## src/rtl/pe_out_if.sv

```systemverilog
// rtl/pe_out_if.sv - skewed PE result lanes in, aligned saturated pair out
interface pe_out_if #(
  parameter int OUT_W = 32
);
  logic signed [63:0] din_R_0;
  logic signed [63:0] din_I_0;
  logic               valid_in_0;
  logic signed [63:0] din_R_1;
  logic signed [63:0] din_I_1;
  logic               valid_in_1;
  logic [OUT_W-1:0]   dout_R_0;
  logic [OUT_W-1:0]   dout_I_0;
  logic [OUT_W-1:0]   dout_R_1;
  logic [OUT_W-1:0]   dout_I_1;
  logic               dout_valid;
  logic               dout_ready;

  // Collector side: consumes PE lanes, sources the output stream.
  modport slave (
    input  din_R_0, din_I_0, valid_in_0,
    input  din_R_1, din_I_1, valid_in_1,
    input  dout_ready,
    output dout_R_0, dout_I_0, dout_R_1, dout_I_1, dout_valid
  );

  // Environment side: drives PE lanes, sinks the output stream.
  modport master (
    output din_R_0, din_I_0, valid_in_0,
    output din_R_1, din_I_1, valid_in_1,
    output dout_ready,
    input  dout_R_0, dout_I_0, dout_R_1, dout_I_1, dout_valid
  );
endinterface

```

## src/rtl/pe_out_collector.sv

```systemverilog
// rtl/pe_out_collector.sv - deskew, saturate and buffer dual-lane PE results
module pe_out_collector #(
  parameter int WORD_LEN   = 24,
  parameter int OUT_W      = 32,
  parameter int FIFO_DEPTH = 4,
  localparam int AW        = $clog2(FIFO_DEPTH),
  localparam int LW        = AW + 1
) (
  input  logic          clk,
  input  logic          rst,
  pe_out_if.slave       bus,
  input  logic          clr_err,
  output logic [LW-1:0] level,
  output logic          skew_err,
  output logic          ovf_err,
  output logic [15:0]   sat_cnt
);

  // Elaboration-time parameter sanity.
  if (WORD_LEN < 1 || WORD_LEN > 64) begin : g_bad_word_len
    $error("WORD_LEN must be within 1..64");
  end
  if (OUT_W < 2 || OUT_W > 63) begin : g_bad_out_w
    $error("OUT_W must be within 2..63");
  end
  if (FIFO_DEPTH < 2 || (1 << AW) != FIFO_DEPTH) begin : g_bad_depth
    $error("FIFO_DEPTH must be a power of two >= 2");
  end

  localparam logic signed [63:0] SAT_MAX = (64'sd1 <<< (OUT_W - 1)) - 64'sd1;
  localparam logic signed [63:0] SAT_MIN = -(64'sd1 <<< (OUT_W - 1));
  localparam int                 EW      = 4 * OUT_W;

  function automatic logic is_clip(input logic signed [63:0] x);
    return (x > SAT_MAX) || (x < SAT_MIN);
  endfunction

  // In-range values are already sign-extended, so the low bits are exact.
  function automatic logic [OUT_W-1:0] sat_val(input logic signed [63:0] x);
    if (x > SAT_MAX) return SAT_MAX[OUT_W-1:0];
    if (x < SAT_MIN) return SAT_MIN[OUT_W-1:0];
    return x[OUT_W-1:0];
  endfunction

  logic signed [63:0] d0_r_q, d0_i_q;
  logic               v0d_q;
  logic [EW-1:0]      mem_q [FIFO_DEPTH];
  logic [AW:0]        wr_ptr_q, rd_ptr_q;
  logic               skew_err_q, ovf_err_q;
  logic [15:0]        sat_cnt_q;

  logic               pair_ok, skew_evt, full, empty, push, pop, ovf_evt;
  logic [AW:0]        level_w;
  logic [EW-1:0]      entry_d;
  logic [2:0]         clip_n, sat_inc;
  logic [16:0]        sat_sum;
  logic               skew_err_d, ovf_err_d;
  logic [15:0]        sat_cnt_d;
  logic [EW-1:0]      head;

  // Pair formation, FIFO control and flag next-state.
  always_comb begin
    pair_ok  = v0d_q & bus.valid_in_1;
    skew_evt = v0d_q ^ bus.valid_in_1;
    level_w  = wr_ptr_q - rd_ptr_q;
    full     = (level_w == LW'(FIFO_DEPTH));
    empty    = (wr_ptr_q == rd_ptr_q);
    pop      = !empty & bus.dout_ready;
    push     = pair_ok & (!full | pop);
    ovf_evt  = pair_ok & full & !pop;

    entry_d  = {sat_val(d0_r_q), sat_val(d0_i_q),
                sat_val(bus.din_R_1), sat_val(bus.din_I_1)};
    clip_n   = {2'b00, is_clip(d0_r_q)} + {2'b00, is_clip(d0_i_q)}
             + {2'b00, is_clip(bus.din_R_1)} + {2'b00, is_clip(bus.din_I_1)};
    sat_inc  = push ? clip_n : 3'd0;
    sat_sum  = {1'b0, sat_cnt_q} + {14'd0, sat_inc};

    // A same-cycle event overrides the clear.
    skew_err_d = skew_evt | (skew_err_q & !clr_err);
    ovf_err_d  = ovf_evt  | (ovf_err_q  & !clr_err);
    if (clr_err)         sat_cnt_d = {13'd0, sat_inc};
    else if (sat_sum[16]) sat_cnt_d = 16'hFFFF;
    else                 sat_cnt_d = sat_sum[15:0];
  end

  // Deskew register, pointers and sticky status.
  always_ff @(posedge clk) begin
    if (rst) begin
      d0_r_q     <= '0;
      d0_i_q     <= '0;
      v0d_q      <= 1'b0;
      wr_ptr_q   <= '0;
      rd_ptr_q   <= '0;
      skew_err_q <= 1'b0;
      ovf_err_q  <= 1'b0;
      sat_cnt_q  <= '0;
    end else begin
      d0_r_q     <= bus.din_R_0;
      d0_i_q     <= bus.din_I_0;
      v0d_q      <= bus.valid_in_0;
      if (push) wr_ptr_q <= wr_ptr_q + 1'b1;
      if (pop)  rd_ptr_q <= rd_ptr_q + 1'b1;
      skew_err_q <= skew_err_d;
      ovf_err_q  <= ovf_err_d;
      sat_cnt_q  <= sat_cnt_d;
    end
  end

  // Entry storage; stale contents are masked by the empty check.
  always_ff @(posedge clk) begin
    if (push) mem_q[wr_ptr_q[AW-1:0]] <= entry_d;
  end

  assign head           = empty ? '0 : mem_q[rd_ptr_q[AW-1:0]];
  assign bus.dout_R_0   = head[4*OUT_W-1:3*OUT_W];
  assign bus.dout_I_0   = head[3*OUT_W-1:2*OUT_W];
  assign bus.dout_R_1   = head[2*OUT_W-1:OUT_W];
  assign bus.dout_I_1   = head[OUT_W-1:0];
  assign bus.dout_valid = !empty;
  assign level          = level_w;
  assign skew_err       = skew_err_q;
  assign ovf_err        = ovf_err_q;
  assign sat_cnt        = sat_cnt_q;

endmodule

```

## src/flat_wrapper.sv

```systemverilog
// flat-port wrapper written by rule: the top's interface ports become plain ports
module pe_out_collector_flat 
#(
  parameter int WORD_LEN   = 24,
  parameter int OUT_W      = 32,
  parameter int FIFO_DEPTH = 4,
  localparam int AW        = $clog2(FIFO_DEPTH),
  localparam int LW        = AW + 1
)
  (clk, rst, clr_err, level, skew_err, ovf_err, sat_cnt, bus_din_R_0, bus_din_I_0, bus_valid_in_0, bus_din_R_1, bus_din_I_1, bus_valid_in_1, bus_dout_ready, bus_dout_R_0, bus_dout_I_0, bus_dout_R_1, bus_dout_I_1, bus_dout_valid);
  pe_out_if #(.OUT_W(OUT_W)) bus_i ();
  input  logic clk;
  input  logic rst;
  input  logic clr_err;
  output logic [LW-1:0] level;
  output logic skew_err;
  output logic ovf_err;
  output logic [15:0] sat_cnt;
  input wire logic [$bits(bus_i.din_R_0)-1:0] bus_din_R_0;
  input wire logic [$bits(bus_i.din_I_0)-1:0] bus_din_I_0;
  input wire logic [$bits(bus_i.valid_in_0)-1:0] bus_valid_in_0;
  input wire logic [$bits(bus_i.din_R_1)-1:0] bus_din_R_1;
  input wire logic [$bits(bus_i.din_I_1)-1:0] bus_din_I_1;
  input wire logic [$bits(bus_i.valid_in_1)-1:0] bus_valid_in_1;
  input wire logic [$bits(bus_i.dout_ready)-1:0] bus_dout_ready;
  output wire logic [$bits(bus_i.dout_R_0)-1:0] bus_dout_R_0;
  output wire logic [$bits(bus_i.dout_I_0)-1:0] bus_dout_I_0;
  output wire logic [$bits(bus_i.dout_R_1)-1:0] bus_dout_R_1;
  output wire logic [$bits(bus_i.dout_I_1)-1:0] bus_dout_I_1;
  output wire logic [$bits(bus_i.dout_valid)-1:0] bus_dout_valid;
  assign bus_i.din_R_0 = bus_din_R_0;
  assign bus_i.din_I_0 = bus_din_I_0;
  assign bus_i.valid_in_0 = bus_valid_in_0;
  assign bus_i.din_R_1 = bus_din_R_1;
  assign bus_i.din_I_1 = bus_din_I_1;
  assign bus_i.valid_in_1 = bus_valid_in_1;
  assign bus_i.dout_ready = bus_dout_ready;
  assign bus_dout_R_0 = bus_i.dout_R_0;
  assign bus_dout_I_0 = bus_i.dout_I_0;
  assign bus_dout_R_1 = bus_i.dout_R_1;
  assign bus_dout_I_1 = bus_i.dout_I_1;
  assign bus_dout_valid = bus_i.dout_valid;
  pe_out_collector #(.WORD_LEN(WORD_LEN), .OUT_W(OUT_W), .FIFO_DEPTH(FIFO_DEPTH)) u_core (.clk(clk), .rst(rst), .bus(bus_i), .clr_err(clr_err), .level(level), .skew_err(skew_err), .ovf_err(ovf_err), .sat_cnt(sat_cnt));
endmodule
```

## config.mk

```make
export PLATFORM = sky130hd
export DESIGN_NAME = pe_out_collector_flat
export DESIGN_NICKNAME = d
export VERILOG_FILES = /design/src/rtl/pe_out_if.sv /design/src/rtl/pe_out_collector.sv /design/src/flat_wrapper.sv
export SDC_FILE = /design/constraint.sdc
export NUM_CORES = 1
export LEC_CHECK = 0
export ABC_CLOCK_PERIOD_IN_PS = 15300
export CAP_MARGIN = 30
export CORE_MARGIN = 4
export CORE_UTILIZATION = 45
export DETAILED_ROUTE_END_ITERATION = 10
export HOLD_SLACK_MARGIN = 0.03
export PLACE_DENSITY = 0.72
export SYNTH_ARGS = -nofsm -noshare
export SYNTH_HDL_FRONTEND = slang
export SYNTH_SLANG_ARGS = --single-unit
```

## constraint.sdc

```tcl
create_clock -name clk -period 15.3 [get_ports clk]
set_input_delay 3.06 -clock clk [delete_from_list [all_inputs] [get_ports clk]]
set_output_delay 3.06 -clock clk [all_outputs]
set_load 0.01 [all_outputs]
```

==> flow_summary_export.csv <==
group,metric,value,unit
timing,postLayoutSetupSlackWorst,8200,ps
timing,fin_skew,19.2,ps
clock_tree,root_buffer,"clkbuf_16",
timing,timing.slew.headroom,37.5,%
timing,grt_setup_unrepaired,"no",
logic_synthesis,syn_area_per_cell,15.1,sq um
setup_path,startpoint_type,"input port",
logic_synthesis,async_flop_share,0,%
place,dp_hpwl,39200,um
logic_synthesis,ys.flop_type,"edfxtp_1",
timing,finalHoldViolations,0,
die,die_x,251,um
logic_synthesis,ys_seq_area_share,69.8,%
pwr,p_comb_share,10.5,%
global_routing,grt_pass1_vias,16800,
global_routing,grt_usage,19.7,%
drt,drt-met1-wl,25000,um
clock_tree,cts_buffers,68,
drt,maxUsedRoutingLayer,"met4",
drt,drtAntennaViolNets,0,
clock_tree,cts_resized,0,
setup_path,slowest_stage,"or3_1",
global_routing,grt_remaining_overflow,0,
drt,route.met3.wl,3980,um
clock_tree,cts_tree,"done",
logic_synthesis,synth_nets,2037,
logic_synthesis,synth_edf_count,512,
global_routing,grt_pass1_wl,96200,um
setup_path,worst-path-max-fanout,37,
logic_synthesis,synth-seq-cells,667,
logic_synthesis,yosysWarnings,0,
die,dieArea,62800,sq um
cells_and_area,layout.nets,2439,
die,die_y,251,um
pwr,internal_power,3.19,mW
place,place_ws,7530,ps
logic_synthesis,syn_area,26500,sq um
setup_path,critPathBufInv,3,
drt,vias,15900,
place,routabilityCongestion,0.912,
status,status,"finished, final reports clean",
timing,fin_crit,7100,ps
drt,drc,0,
pwr,switching_power,0.863,mW
setup_path,worstPathRequired,15820,ps
hold_path,min_path_type,"reg2reg",
run,maxCapViolations,0,
timing,setup_viol,0,
drt,routed_wl,62800,um
cells_and_area,design_area,33600,sq um
logic_synthesis,synthCells,1759,
setup_path,crit_family,"simple AND/OR/NAND/NOR gates",
pwr,swShare,21.3,%
drt,dr.pass1.iters,6,
die,core_area,58000,sq um
global_routing,grt_max_degree,97,
die,io_pins,412,
drt,detail_route.vias_per_cell,5.33,
clock_tree,post_cts_buffers,0,
pwr,seq_power_share,49.6,%
timing,tightestPinTransition,936,ps
timing,period_share,46.4,%
pwr,p_clk_share,40.0,%
drt,wl_per_cell,21.1,um
die,num_rows,88,
cells_and_area,area_growth,26.8,%
global_routing,antenna_found_initial,1,
logic_synthesis,yosysUniqueCellTypes,45,
setup_path,regToRegSetupSlack,10370,ps
die,initial_core_util,45.6,%
pwr,peakVddDrop,0.0000853,V
drt,route.met2.wl,32200,um
clock_tree,cts_max_level,3,
timing,drv_slew,0,
cells_and_area,drive_above_1_share,12.2,%
pwr,powerDensity,121,nW/um^2
setup_path,path_class,"in2reg",
place,io_buffers,411,
pwr,power.total,4.05,mW
clock_tree,clk_path_buf_depth,3,
pwr,p_leak,10.9,nW
clock_tree,path_clk_slew,60,ps
place,placed_cell_area,31400,sq um
clock_tree,postCtsHoldBufs,0,
setup_path,arrival,7630,ps
setup_path,path_cells,"clkdlybuf4s50_1 -> buf_4 -> nor4_1 -> nand4_1 -> or3_1 -> buf_4 -> nand2_1 -> fa_1 -> nor3_1 -> ha_1 -> fa_1 -> a21o_1 -> nand2b_1 -> or3_1 -> a31oi_1 -> o21a_1",
setup_path,end_kind,"flop",
clock_tree,cts_sinks,667,
timing,fmax,141,MHz
timing,fin_setup_tns,0,ps
cells_and_area,utilization,57.9,%
clock_tree,clock_latency,580,ps
drt,drt_iter0_drc,1100,
setup_path,max_stage_delay,590,ps
[cell usage after synthesis (2+ instances only)]
cell,instances,area (sq um)
clkbuf_1,68,255
nand2_1,141,529
ha_1,13,163
a21o_1,2,15.0
nand2b_1,2,12.5
o21a_1,3,22.5
nor2_1,146,548
or3_1,10,62.6
inv_1,9,33.8
fa_1,3,60.1
xnor2_1,8,70.1
dfxtp_1,155,3100
and2_1,131,820
buf_2,35,175
or4_1,7,52.6
edfxtp_1,512,15400
nor3_1,4,20.0
buf_6,3,33.8
nand4_1,41,257
a21oi_1,111,556
mux2i_1,2,20.0
xor2_1,6,52.6
nor2b_1,131,820
nor4_1,30,188
mux4_2,128,2880
nor3b_1,2,15.0
nand3_1,6,30.0
o21ai_1,33,165
[placed cells by master (no fill, tap or decap), types with 3 or more instances in the layout]
cell type        Yosys  final
o21a_1               3      3
nor2_1             146    142
fa_1                 3      3
buf_4                1     27
dfxtp_1            155    153
inv_1                9      9
a21oi_1            111    111
nand4_1             41     41
clkinvlp_4           0      4
clkinv_2             0      7
or3_1               10     10
nor3_1               4      4
clkbuf_1            68     21
clkbuf_16            0     76
edfxtp_1           512    512
clkbuf_8             0      6
and2_4               0      3
ha_1                13     13
clkdlybuf4s50_1      0    410
o21ai_1             33     33
and2_1             131    128
xor2_1               6      6
nor4_1              30     30
xnor2_1              8      8
nor2b_1            131    131
nand3_1              6      5
or4_1                7      7
mux4_2             128    128
clkinv_1             1      4
nand2_1            141    141
nor2_2               0      3
[per-stage QoR]
stage                     hold WS [ps]  instances
after global routing               523       2978
after global placement             471       2854
after CTS                          493       2977
final                              504       2978
after detailed placement           479       2856
after floorplan                    475       1759
[metal layers]
layer,track usage (%),up-vias
met3,4.08,98
met4,6.39,0
li1,-,7324
met5,0,-
met2,35.0,542
met1,24.1,7896
[flip-flops by register name, indices dropped and copies added, names as in the netlist, named ones only]
| name | count |
|---|---|
| u_core.mem_q | 512 |
| u_core.d0_i_q | 64 |
| u_core.sat_cnt | 16 |
| u_core.wr_ptr_q | 3 |
| u_core.ovf_err | 1 |
| u_core.d0_r_q | 64 |
| u_core.v0d_q | 1 |
| u_core.skew_err | 1 |
| u_core.rd_ptr_q | 3 |
[final cells by class]
| class | count | area [sq um] |
|---|---|---|
| tap | 765 | 957 |
| clock buffer | 103 | 2060 |
| multi-input combinational | 975 | 7530 |
| inverter | 10 | 37.5 |
| timing repair buffer | 439 | 4360 |
| antenna | 1 | 2.50 |
| fill | 4419 | 24400 |
| clock inverter | 18 | 151 |
| sequential | 667 | 18500 |
[tightest hold or removal path: cells and delay by family (launching register included)]
family / cells / cell delay (ps)
flops: 1 / 320
compound gates: 2 / 130
[logic make-up (layout without fill, tap and decap cells)]
kind of cell	after synthesis	after routing	share of synthesized area (%)
XOR/XNOR	14	14	0.463
adder cells (fa/ha/maj)	16	16	0.841
buffers and inverters	117	570	1.92
AO/OA/AOI/OAI	156	156	3.08
multiplexers	130	130	11.0
other	0	1	0
flip-flops	667	667	69.8
AND/OR/NAND/NOR	659	659	13.0
[power by group through the flow]
stage          logic (mW)  clock network, mW  registers (mW)
6_report            0.423               1.62            2.01
4_1_cts             0.432               1.66            2.01
2_1_floorplan       0.205                  0            2.04
3_3_place_gp        0.417                  0            2.05
5_1_grt             0.455               1.73            2.01
3_5_place_dp        0.430                  0            2.05
[final timing paths]
kind                                                       from                              end  cells past startpoint
worst max-delay path                            bus_din_R_1[63]     u_core.sat_cnt[2]$_SDFF_PP0_                     16
worst min-delay path            u_core.wr_ptr_q[2]$_SDFFE_PP0P_  u_core.wr_ptr_q[2]$_SDFFE_PP0P_                      2
worst max register to register     u_core.d0_i_q[63]$_SDFF_PP0_     u_core.sat_cnt[2]$_SDFF_PP0_                     18
worst min register to register  u_core.wr_ptr_q[2]$_SDFFE_PP0P_  u_core.wr_ptr_q[2]$_SDFFE_PP0P_                      2
(Power assumes the default switching activity.)
